$ cat config.mk
export PLATFORM = sky130hd
export DESIGN_NAME = read_bpm_link_gen
export DESIGN_NICKNAME = d
export VERILOG_FILES = /design/src/rtl/read_bpm_link_gen_pkg.sv /design/src/rtl/read_bpm_link_gen_sat_counter.sv /design/src/rtl/read_bpm_link_gen.sv
export SDC_FILE = /design/constraint.sdc
export NUM_CORES = 1
export LEC_CHECK = 0
export BUFFER_PORTS_ARGS = -buffer_cell sky130_fd_sc_hd__buf_2
export CELL_PAD_IN_SITES_DETAIL_PLACEMENT = 1
export CELL_PAD_IN_SITES_GLOBAL_PLACEMENT = 1
export CORE_UTILIZATION = 38
export DETAILED_ROUTE_END_ITERATION = 6
export PLACE_DENSITY_LB_ADDON = 0.15
export SYNTH_ARGS = -nofsm -noshare
export SYNTH_HDL_FRONTEND = slang
export SYNTH_SLANG_ARGS = --single-unit
$ cat constraint.sdc
create_clock -name clk -period 3 [get_ports clk]
set_input_delay 0.3 -clock clk [delete_from_list [all_inputs] [get_ports clk]]
set_output_delay 0.3 -clock clk [all_outputs]
set_load 0.005 [all_outputs]
$ cat src/rtl/read_bpm_link_gen_pkg.sv
// Shared definitions for the BPM-link receiver: status codes, default magic
// and the parser state encoding.
package bpm_link_pkg;

  localparam logic [1:0] ST_SUCCESS    = 2'd0;
  localparam logic [1:0] ST_BAD_HEADER = 2'd1;
  localparam logic [1:0] ST_BAD_SIZE   = 2'd2;
  localparam logic [1:0] ST_BAD_PACKET = 2'd3;

  localparam logic [15:0] DEFAULT_MAGIC = 16'hA5BE;

  typedef enum logic [1:0] {
    S_HEADER,
    S_PAYLOAD,
    S_DRAIN
  } state_e;

endpackage

$ cat src/rtl/read_bpm_link_gen_sat_counter.sv
// Saturating event counter; a clear on the same cycle as an increment wins.
module sat_counter #(
  parameter int WIDTH = 16
) (
  input  logic             clk,
  input  logic             reset,
  input  logic             inc,
  input  logic             clr,
  output logic [WIDTH-1:0] count
);

  logic [WIDTH-1:0] count_q, count_d;

  always_comb begin
    count_d = count_q;
    if (clr) begin
      count_d = '0;
    end else if (inc && (count_q != '1)) begin
      count_d = count_q + WIDTH'(1);
    end
  end

  always_ff @(posedge clk) begin
    if (reset) begin
      count_q <= '0;
    end else begin
      count_q <= count_d;
    end
  end

  assign count = count_q;

endmodule

$ cat src/rtl/read_bpm_link_gen.sv
// BPM-link packet receiver: parses header + NWORDS payload beats from the
// Aurora AXI-Stream, reports each outcome and keeps per-outcome statistics.
module read_bpm_link_gen
  import bpm_link_pkg::*;
#(
  parameter int          NWORDS    = 3,
  parameter logic [15:0] MAGIC     = DEFAULT_MAGIC,
  parameter int          TIMEOUT   = 1023,
  parameter int          CNT_WIDTH = 16,
  parameter string       dbg       = "false"
) (
  input  logic                     clk,
  input  logic                     reset,
  input  logic [31:0]              TDATA,
  input  logic                     TVALID,
  input  logic                     TLAST,
  input  logic                     CRC_VALID,
  input  logic                     CRC_PASS,
  input  logic                     inhibit,
  input  logic                     clearCounters,
  output logic                     outputStrobe,
  output logic [16+32*NWORDS-1:0]  outputData,
  output logic                     statusStrobe,
  output logic [1:0]               statusCode,
  output logic [CNT_WIDTH-1:0]     goodCount,
  output logic [CNT_WIDTH-1:0]     badHeaderCount,
  output logic [CNT_WIDTH-1:0]     badSizeCount,
  output logic [CNT_WIDTH-1:0]     badPacketCount
);

  localparam int OW  = 16 + 32 * NWORDS;
  localparam int IW  = $clog2(NWORDS + 1);
  localparam int IDW = $clog2(TIMEOUT + 1);
  localparam logic [IW-1:0]  IDX_LAST  = IW'(NWORDS);
  localparam logic [IDW-1:0] IDLE_LAST = IDW'(TIMEOUT - 1);

  (* mark_debug = dbg *) state_e state_q;
  state_e state_d;
  logic [IW-1:0]  index_q, index_d;
  logic [IDW-1:0] idle_q, idle_d;
  logic [OW-1:0]  data_q, data_d;
  (* mark_debug = dbg *) logic statusStrobe_q;
  (* mark_debug = dbg *) logic [1:0] statusCode_q;
  logic outputStrobe_q;

  logic       report;
  logic [1:0] code;
  logic       good;

  always_comb begin
    state_d = state_q;
    index_d = index_q;
    idle_d  = idle_q;
    data_d  = data_q;
    report  = 1'b0;
    code    = ST_SUCCESS;
    good    = 1'b0;
    case (state_q)
      S_HEADER: begin
        idle_d = '0;
        if (TVALID) begin
          if (TLAST) begin
            report = 1'b1;
            code   = ST_BAD_SIZE;
          end else if (TDATA[31:16] != MAGIC) begin
            report  = 1'b1;
            code    = ST_BAD_HEADER;
            state_d = S_DRAIN;
          end else begin
            data_d[OW-1 -: 16] = TDATA[15:0];
            index_d = IW'(1);
            state_d = S_PAYLOAD;
          end
        end
      end
      S_PAYLOAD: begin
        if (TVALID) begin
          idle_d = '0;
          if (index_q == IDX_LAST) begin
            // The flag bit is kept in bit 31 but bit 30 is forced clear.
            data_d[31:0] = {TDATA[31], 1'b0, TDATA[29:0]};
            report  = 1'b1;
            index_d = '0;
            state_d = S_HEADER;
            if (!TLAST) begin
              code    = ST_BAD_SIZE;
              state_d = S_DRAIN;
            end else if (CRC_VALID && CRC_PASS && !TDATA[31]) begin
              code = ST_SUCCESS;
              good = 1'b1;
            end else begin
              code = ST_BAD_PACKET;
            end
          end else if (TLAST) begin
            report  = 1'b1;
            code    = ST_BAD_SIZE;
            index_d = '0;
            state_d = S_HEADER;
          end else begin
            data_d[32*(NWORDS - int'(index_q)) +: 32] = TDATA;
            index_d = index_q + IW'(1);
          end
        end else if (idle_q == IDLE_LAST) begin
          report  = 1'b1;
          code    = ST_BAD_SIZE;
          idle_d  = '0;
          index_d = '0;
          state_d = S_HEADER;
        end else begin
          idle_d = idle_q + IDW'(1);
        end
      end
      S_DRAIN: begin
        if (TVALID) begin
          idle_d = '0;
          if (TLAST) begin
            state_d = S_HEADER;
          end
        end else if (idle_q == IDLE_LAST) begin
          idle_d  = '0;
          state_d = S_HEADER;
        end else begin
          idle_d = idle_q + IDW'(1);
        end
      end
      default: begin
        state_d = S_HEADER;
      end
    endcase
  end

  always_ff @(posedge clk) begin
    if (reset) begin
      state_q        <= S_HEADER;
      index_q        <= '0;
      idle_q         <= '0;
      data_q         <= '0;
      statusStrobe_q <= 1'b0;
      statusCode_q   <= ST_SUCCESS;
      outputStrobe_q <= 1'b0;
    end else begin
      state_q        <= state_d;
      index_q        <= index_d;
      idle_q         <= idle_d;
      data_q         <= data_d;
      statusStrobe_q <= report;
      statusCode_q   <= report ? code : statusCode_q;
      outputStrobe_q <= good && !inhibit;
    end
  end

  // Inhibited good packets still count as SUCCESS.
  sat_counter #(.WIDTH(CNT_WIDTH)) u_goodCnt (
    .clk(clk), .reset(reset), .inc(report && (code == ST_SUCCESS)),
    .clr(clearCounters), .count(goodCount)
  );
  sat_counter #(.WIDTH(CNT_WIDTH)) u_badHeaderCnt (
    .clk(clk), .reset(reset), .inc(report && (code == ST_BAD_HEADER)),
    .clr(clearCounters), .count(badHeaderCount)
  );
  sat_counter #(.WIDTH(CNT_WIDTH)) u_badSizeCnt (
    .clk(clk), .reset(reset), .inc(report && (code == ST_BAD_SIZE)),
    .clr(clearCounters), .count(badSizeCount)
  );
  sat_counter #(.WIDTH(CNT_WIDTH)) u_badPacketCnt (
    .clk(clk), .reset(reset), .inc(report && (code == ST_BAD_PACKET)),
    .clr(clearCounters), .count(badPacketCount)
  );

  assign outputStrobe = outputStrobe_q;
  assign outputData   = data_q;
  assign statusStrobe = statusStrobe_q;
  assign statusCode   = statusCode_q;

endmodule

==> out/metrics.cfg, run 1 <==
[outcome]
status=finished, final reports clean

[global_route]
antenna_found_initial=1
grt_pass1_vias=8043
grt_pass1_wl_um=42700
grt.total_usage=0.239
grt_max_degree=74
grt-ovfl-total=0

[yosys]
synth_top_area_share=0.462
synth_nets=1081
synth_enable_flop_cells=0
yosysSeqAreaShare=0.462
avgSynthCellArea_um2=8.18
synth_top_flop_cell=dfxtp_1
synth_seq_cells=194
syn_inst=1027
ys_top_cells_by_area=dfxtp_1 46%, a21oi_1 7.9%, nand2_1 7.8%, nand3_1 6.9%, xnor2_1 3.2%
synth-async-reset-ratio=0
yosys_warnings=0
synth_area_mm2=0.00840
synth_top_area_cell=dfxtp_1
ys_types=59

[clocking]
cts_resized=0
cts_hold_buf=0
clock_path_buffers=2
cts_sinks=194
clk_pin_slew_worst_paths_ns=0.09
htreeDepth=4
clock_latency_ns=0.45
root_buffer=clkbuf_16
cts_tree=done
cts_made_buffers=17
post-cts-setup-buffer-count=0

[power]
p_switching_mw=1.39
ir_worst_vdd_mv=0.346
p_int_mw=3.89
cellPowerDensity_mw_per_mm2=510
p_clk_frac=0.449
combPwrFrac=0.059
pwr-share-seq=0.492
p_leak_nw=4.06
switching_share=0.264

[worst_hold_path]
min-delay-path-class=in -> reg

[timing]
max_freq_ghz=0.395
tightest_slew_ns=0.840
slew_violations=0
finalHoldViolCount=0
layout_min_cycle_time_ns=2.53
finalClockSkew_ns=0.0203
final-setup-viol-count=0
period_share=0.844
rsz0062_at_grt=false
relSlewSlack=0.440
setup_tns_ns=0

[floorplan]
die_area_mm2=0.0227
die_y_um=151
row_count=54
die-width_um=151
start_util=0.386
core_mm2=0.0218
ioPinCount=220

[placed_design]
dp_hpwl_um=18500
gp_congestion=0.813
place.port_buffers=219

[setup_path]
required_ns=3.35
cp-start-kind=register
crit_path_max_incr_delay_ns=0.47
critPathBufInv=2
end_kind=register
crit_path_cell_trace=inv_1 -> ha_1 -> and3_1 -> nand3_1 -> o21a_1 -> nand2_1 -> buf_4 -> or4_1 -> a21oi_1
critPathArrivalTime_ns=2.88
worstSetupPathType=reg -> reg
cp_slowest_cell=or4_1
crit_fanout=22
crit_family=simple AND/OR/NAND/NOR gates

[job]
cap_violations=0

[routing]
first_pass_iters=4
vias=8172
post-route-drc-count=0
via_per_inst=5.41
drt_iter0_drc=313
drt-total-wl_um=27100
wl_per_cell_um=17.9
ant_nets=0

[finish]
layout_common_cells=218 x buf_2, 194 x dfxtp_1, 174 x nand2_1, 133 x a21oi_1, 116 x nand3_1
fin_nets=1272
final_common_cell=buf_2
final_util=0.476
drive_gt1_frac=0.240
area_growth_pct=23.4

[cells by family after synthesis]
family,after synthesis,synth area share
compound gates,189,0.132
xor+xnor,44,0.0459
fa+ha+maj,14,0.0209
buf+inv,86,0.0434
flops,194,0.462
mux,5,0.00611
simple gates,495,0.290
[cell usage after synthesis, types with 12 or more instances]
library cell  count
and3_1           15
nor4_1           18
inv_1            12
nor2_1           71
nand3_1         116
nand2_1         174
a21oi_1         133
clkbuf_1         53
xor2_1           13
ha_1             14
xnor2_1          31
nand4_1          21
dfxtp_1         194
nor3_1           12
[state kept, by name, indices dropped and copies added, names as in the netlist]
register,cells
u_badSizeCnt.count,16
outputData,112
state_q,2
statusCode,2
outputStrobe,1
u_goodCnt.count,16
index_q,2
u_badHeaderCnt.count,16
idle_q,10
u_badPacketCnt.count,16
statusStrobe,1
[stage by stage]
step / power [mW] / instances / hold WS, ns / instance area [um^2] / setup slack [ns]
after CTS: 5.34 / 1510 / 0.105 / 10400 / 0.467
after floorplan: 2.84 / 1027 / 0.436 / 8400 / 0.744
after detailed placement: 2.97 / 1479 / 0.442 / 9740 / 0.438
final: 5.28 / 1511 / 0.120 / 10400 / 0.467
after global placement: 2.97 / 1479 / 0.435 / 9740 / 0.529
after global routing: 5.47 / 1511 / 0.103 / 10400 / 0.260
[routing by layer]
metal	routed length (um)	GRT usage	part of all wire
met3	1300	0.0515	0.048
met2	13000	0.393	0.48
met4	388	0.0735	0.014
met1	12300	0.312	0.46
met5	0	0	0
[power by group through the flow]
stage / clock network [mW] / registers, mW / logic (mW)
final: 2.37 / 2.60 / 0.310
after global routing: 2.53 / 2.60 / 0.337
after CTS: 2.42 / 2.60 / 0.311
after detailed placement: 0 / 2.66 / 0.309
after global placement: 0 / 2.66 / 0.306
after floorplan: 0 / 2.66 / 0.178
[worst paths after layout]
kind                                from                                to  slack (ns)  cells after the start
max              state_q[1]$_SDFFE_PP0P_  u_goodCnt.count[11]$_SDFFE_PP0P_        0.47                      9
min                            TDATA[10]       outputData[10]$_SDFFE_PP0P_        0.12                      3
max reg2reg      state_q[1]$_SDFFE_PP0P_  u_goodCnt.count[11]$_SDFFE_PP0P_        0.47                      9
min reg2reg  outputData[73]$_SDFFE_PP0P_       outputData[73]$_SDFFE_PP0P_        0.45                      2
[final cells by class]
type                            count  area (um^2)
Sequential cell                   194         3880
Inverter                           12         45.0
Timing Repair Buffer              246         1300
Fill cell                        2706        11400
Antenna cell                        1         2.50
Clock buffer                       17          425
Multi-Input combinational cell    747         4160
Clock inverter                     14          196
Tap cell                          280          350
[worst reg2reg max path, cell delays in order (launching register included)]
cell and delay, ns:
dfxtp_1 0.39, inv_1 0.10, ha_1 0.27, and3_1 0.23, nand3_1 0.14, o21a_1 0.37, nand2_1 0.10, buf_4 0.22
or4_1 0.47, a21oi_1 0.17
No activity file was read; power rests on OpenSTA's default activity.
==> inputs of run 2 (changes only) <==
- clock period: 3 -> 2.4 ns (I/O delays scaled with it)
==> run 2 against run 1 <==
Setup slack worse by 0.34 ns. Highest routed layer unchanged. Final cell count up 0.79%. Critical endpoint is now u_badPacketCnt.count[10]$_SDFFE_PP0P_. Largest cell class unchanged. Combinational power up 37%. Utilization up 0.98 points. Sequential cell count unchanged. Sequential share of layout area down 0.74 points. First-iteration DRC count up 7.7%. Global-route usage up 0.34 points. Total power up 26%. Clock-buffer cell count up 1.
==> out/metrics.cfg, run 2 (synthesis results as in run 1) <==
[setup_path]
cp_slowest_cell=or4_1
r2r_slack_ns=0.12
critPathArrivalTime_ns=2.60
required_ns=2.72
critPathBufInv=3
crit_path_cell_trace=inv_1 -> ha_1 -> inv_1 -> a41o_2 -> o21a_1 -> buf_12 -> or4_1 -> xor2_1 -> nor2_1
worstSetupPathType=reg -> reg
end_kind=register
crit_path_max_incr_delay_ns=0.53
reg2reg_from=state_q[0]$_SDFFE_PP0P_
crit_family=simple AND/OR/NAND/NOR gates
cp_common_cell=inv_1
startpoint=state_q[0]$_SDFFE_PP0P_
cp-start-kind=register
crit_fanout=25

[placed_design]
dp_hpwl_um=18600
gp_congestion=0.790
place.port_buffers=219

[routing]
wl_per_cell_um=17.9
post-route-drc-count=0
ant_nets=0
vias=8215
drt_iter0_drc=337
via_per_inst=5.39
drt-total-wl_um=27300
first_pass_iters=5

[timing]
max_freq_ghz=0.439
slew_violations=0
rsz0062_at_grt=false
tightest_slew_ns=1.14
relSlewSlack=0.237
finalClockSkew_ns=0.0149
final-setup-viol-count=0
period_share=0.949
setup_tns_ns=0
layout_min_cycle_time_ns=2.28
finalHoldViolCount=0

[global_route]
grt.total_usage=0.242
grt_max_degree=82
grt_pass1_wl_um=43300
grtUsageMet2=0.408
grt-busiest-layer=met2
grt-ovfl-total=0
met3_usage=0.0503
antenna_found_initial=0
grt_pass1_vias=8122
grtUsageMet1=0.317

[finish]
final_common_cell=buf_2
drive_gt1_frac=0.250
insertedDiodeCount=0
multi_input_area_mm2=0.00418
fin_nets=1284
final_util=0.486
layout_common_cells=218 x buf_2, 193 x dfxtp_1, 174 x nand2_1, 133 x a21oi_1, 116 x nand3_1
largest_register_ffs=112
area_growth_pct=25.9
final-seq-area_mm2=0.00388
n_fill_cell=2694

[clocking]
clock_latency_ns=0.45
cts_tree=done
cts_hold_buf=0
clock_path_buffers=2
htreeDepth=4
cts_made_buffers=17
cts_sinks=194
root_buffer=clkbuf_16
clk_pin_slew_worst_paths_ns=0.08

[floorplan]
die_y_um=151
ioPinCount=220
die-width_um=151
core_mm2=0.0218
die_area_mm2=0.0227
row_count=54
start_util=0.386

[worst_hold_path]
min-delay-path-class=in -> reg
min_from=TDATA[9]

[power]
ir_worst_vdd_mv=0.442
p_leak_nw=4.17
cellPowerDensity_mw_per_mm2=631

[job]
cap_violations=0

[outcome]
status=finished, final reports clean

==> run 2: cell count changes in the layout (fill, tap and decap cells not counted), sizes merged <==
cell,before,now
buf,246,258
clkinv,9,7
clkbuf,17,18
inv,16,18
diode,1,0
==> run 2: worst paths after layout <==
kind,to,cells past startpoint
max reg2reg,u_badPacketCnt.count[10]$_SDFFE_PP0P_,9
min,outputData[9]$_SDFFE_PP0P_,3
min reg2reg,outputData[104]$_SDFFE_PP0P_,2
max,u_badPacketCnt.count[10]$_SDFFE_PP0P_,9
==> run 2: timing repair <==
| action | CTS | global route |
|---|---|---|
| hold endpoints to repair | 0 | 0 |
| gates resized for setup | 1 | 5 |
| setup buffers | 0 | 0 |
| endpoints found under the setup margin | 1 | 9 |
==> run 2: tightest hold or removal path: stages <==
cell and delay [ns]:
buf_2 0.12, nand2_1 0.05, a21oi_1 0.05
==> run 2: final cells by class <==
class / count / area share
multi-input cells: 747 / 0.395
inverters: 12 / 0.00426
clock inverters: 14 / 0.0183
clock buffers: 18 / 0.0406
flip-flops and latches: 194 / 0.367
repair buffers: 258 / 0.141
well taps: 280 / 0.0331
==> run 2: per-stage QoR <==
step	power, mW	instances	cell area (um^2)	setup WS (ns)	hold slack [ns]
after floorplan	3.55	1027	8400	0.144	0.376
after global placement	3.74	1491	9930	0.147	0.436
after detailed placement	3.74	1491	9930	0.0230	0.442
after CTS	6.74	1523	10600	0.0902	0.0470
after global routing	6.92	1523	10600	0.0107	0.0599
final	6.68	1523	10600	0.122	0.0580
==> run 2: where the power goes <==
| group | total (mW) | switching, mW | internal (mW) | leakage (nW) |
|---|---|---|---|---|
| clock | 3.00 | 1.49 | 1.52 | 0.301 |
| sequential | 3.25 | 0.0143 | 3.23 | 1.56 |
| combinational | 0.425 | 0.285 | 0.140 | 2.30 |
| total | 6.68 | 1.79 | 4.89 | 4.17 |
==> run 2: layer usage <==
| layer | vias up | share of wire |
|---|---|---|
| met2 | 183 | 0.48 |
| met5 | - | 0 |
| li1 | 4003 | - |
| met4 | 0 | 0.0094 |
| met1 | 4010 | 0.46 |
| met3 | 19 | 0.049 |
==> inputs of run 3 (changes only) <==
--- a/config.mk
+++ b/config.mk
@@ -9,5 +9,5 @@
 export CELL_PAD_IN_SITES_DETAIL_PLACEMENT = 1
 export CELL_PAD_IN_SITES_GLOBAL_PLACEMENT = 1
-export CORE_UTILIZATION = 38
+export CORE_UTILIZATION = 40
 export DETAILED_ROUTE_END_ITERATION = 6
 export PLACE_DENSITY_LB_ADDON = 0.15
==> constraint.sdc (replaced) <==
create_clock -name clk -period 2.8 [get_ports clk]
set_input_delay 0.14 -clock clk [delete_from_list [all_inputs] [get_ports clk]]
set_output_delay 0.14 -clock clk [all_outputs]
set_load 0.005 [all_outputs]
==> run 3 against run 2 <==
Via count increased by 2.7%. Non-clock buffer count increased by 21. Clock power decreased by 18%. Register-to-register slack improved by 0.24 ns. Largest power group unchanged. Critical endpoint is now u_goodCnt.count[13]$_SDFFE_PP0P_. Design area increased by 0.60%. Critical path type unchanged.
==> out/metrics.cfg, run 3 (synthesis results as in run 1) <==
[placed_design]
dp_hpwl_um=18200
place.port_buffers=219
gp_congestion=0.801
place_area_mm2=0.00973
place_ws_ns=0.409

[global_route]
grt-ovfl-total=0
grt_pass1_vias=8522
grt_max_degree=80
grt.total_usage=0.255
grt_pass1_wl_um=44200
antenna_found_initial=0

[timing]
whs_ns=0.0453
finalHoldViolCount=0
max_freq_ghz=0.411
period_share=0.869
finalWorstSetupSlack_ns=0.367
finalClockSkew_ns=0.0193
final-setup-viol-count=0
relSlewSlack=0.441
tightest_slew_ns=0.839
rsz0062_at_grt=false
slew_violations=0
layout_min_cycle_time_ns=2.43
setup_tns_ns=0

[setup_path]
reg2reg_depth=9
end_kind=register
endpoint=u_goodCnt.count[13]$_SDFFE_PP0P_
path_depth=9
cp_slowest_cell=or4_1
cp_common_cell=buf_4
startpoint=idle_q[0]$_SDFFE_PP0P_
crit_family=compound AO/OA/AOI/OAI gates
critPathBufInv=3
crit_path_max_incr_delay_ns=0.52
r2r_slack_ns=0.37
cp-start-kind=register
critPathArrivalTime_ns=2.80
crit_fanout=26
required_ns=3.16
timing.rr.end=u_goodCnt.count[13]$_SDFFE_PP0P_
reg2reg_from=idle_q[0]$_SDFFE_PP0P_
worstSetupPathType=reg -> reg
crit_path_cell_trace=inv_1 -> ha_1 -> a41oi_4 -> o31a_1 -> buf_4 -> o21ai_2 -> buf_4 -> or4_1 -> a21oi_1

[finish]
insertedDiodeCount=0
largest_register_ffs=112
area_growth_pct=26.7
final_common_cell=buf_2
final_area_mm2=0.0106
drive_gt1_frac=0.234
fin_nets=1305
final_util=0.521
n_fill_cell=2573
layout_common_cells=218 x buf_2, 194 x dfxtp_1, 174 x nand2_1, 133 x a21oi_1, 116 x nand3_1

[floorplan]
ioPinCount=220
row_count=52
die_area_mm2=0.0216
die-width_um=147
die_y_um=147
start_util=0.411
core_mm2=0.0204

[routing]
vias=8433
wl_per_cell_um=17.7
via_per_inst=5.50
post-route-drc-count=0
first_pass_iters=4
ant_nets=0
drt-total-wl_um=27200
drt_iter0_drc=440

[clocking]
clk_pin_slew_worst_paths_ns=0.07
clock_path_buffers=2
cts_resized=0
post-cts-setup-buffer-count=0
cts_hold_buf=32
root_buffer=clkbuf_16
clock_latency_ns=0.46
cts_made_buffers=17
htreeDepth=4
cts_tree=done
cts_sinks=194

[job]
cap_violations=0

[power]
cellPowerDensity_mw_per_mm2=529
ir_worst_vdd_mv=0.416
p_leak_nw=4.19

[worst_hold_path]
min_from=clearCounters
min-delay-path-class=in -> reg
hold_depth=3

[outcome]
status=finished, final reports clean

-- run 3: how the worst min path moves through the flow --
| stage | endpoint | slack, ns |
|---|---|---|
| final | u_goodCnt.count[10]$_SDFFE_PP0P_ | 0.05 |
| after global placement | outputData[26]$_SDFFE_PP0P_ | 0.42 |
| after floorplan | outputData[0]$_SDFFE_PP0P_ | 0.28 |
| after detailed placement | outputData[5]$_SDFFE_PP0P_ | 0.43 |
| after CTS | outputStrobe$_SDFF_PP0_ | 0.04 |
| after global routing | outputStrobe$_SDFF_PP0_ | 0.06 |
-- run 3: worst min-delay path, delay by kind of cell --
family                 cells  cell delay (ns)
muxes                      1             0.06
and+or+nand+nor            1             0.11
buffers and inverters      1             0.13
-- run 3: power breakdown --
part	internal, mW	leakage [nW]	total [mW]	switching (mW)
logic	0.128	2.34	0.369	0.241
registers	2.77	1.56	2.78	0.0123
clock network	1.21	0.286	2.47	1.26
total	4.11	4.19	5.62	1.52
-- run 3: metrics by stage --
step	power, mW	instances
after global placement	3.17	1470
after detailed placement	3.18	1470
after CTS	5.68	1534
final	5.62	1534
after global routing	5.82	1534
after floorplan	3.04	1027
-- run 3: cell type report --
type | instances | area [um^2] | area share
well taps | 270 | 338 | 0.0318
inverters | 12 | 45.0 | 0.00423
clock buffers | 18 | 429 | 0.0403
clock inverters | 14 | 156 | 0.0147
repair buffers | 279 | 1630 | 0.153
flip-flops and latches | 194 | 3880 | 0.365
multi-input cells | 747 | 4160 | 0.391
-- run 3: routing by layer --
metal  global-route usage  vias up  wire (um)
met5                    0        -          0
met4               0.0959        0        657
met3               0.0509       43       1260
met2                0.427      180      13200
met1                0.322     4160      12100
li1                     -     4050          -
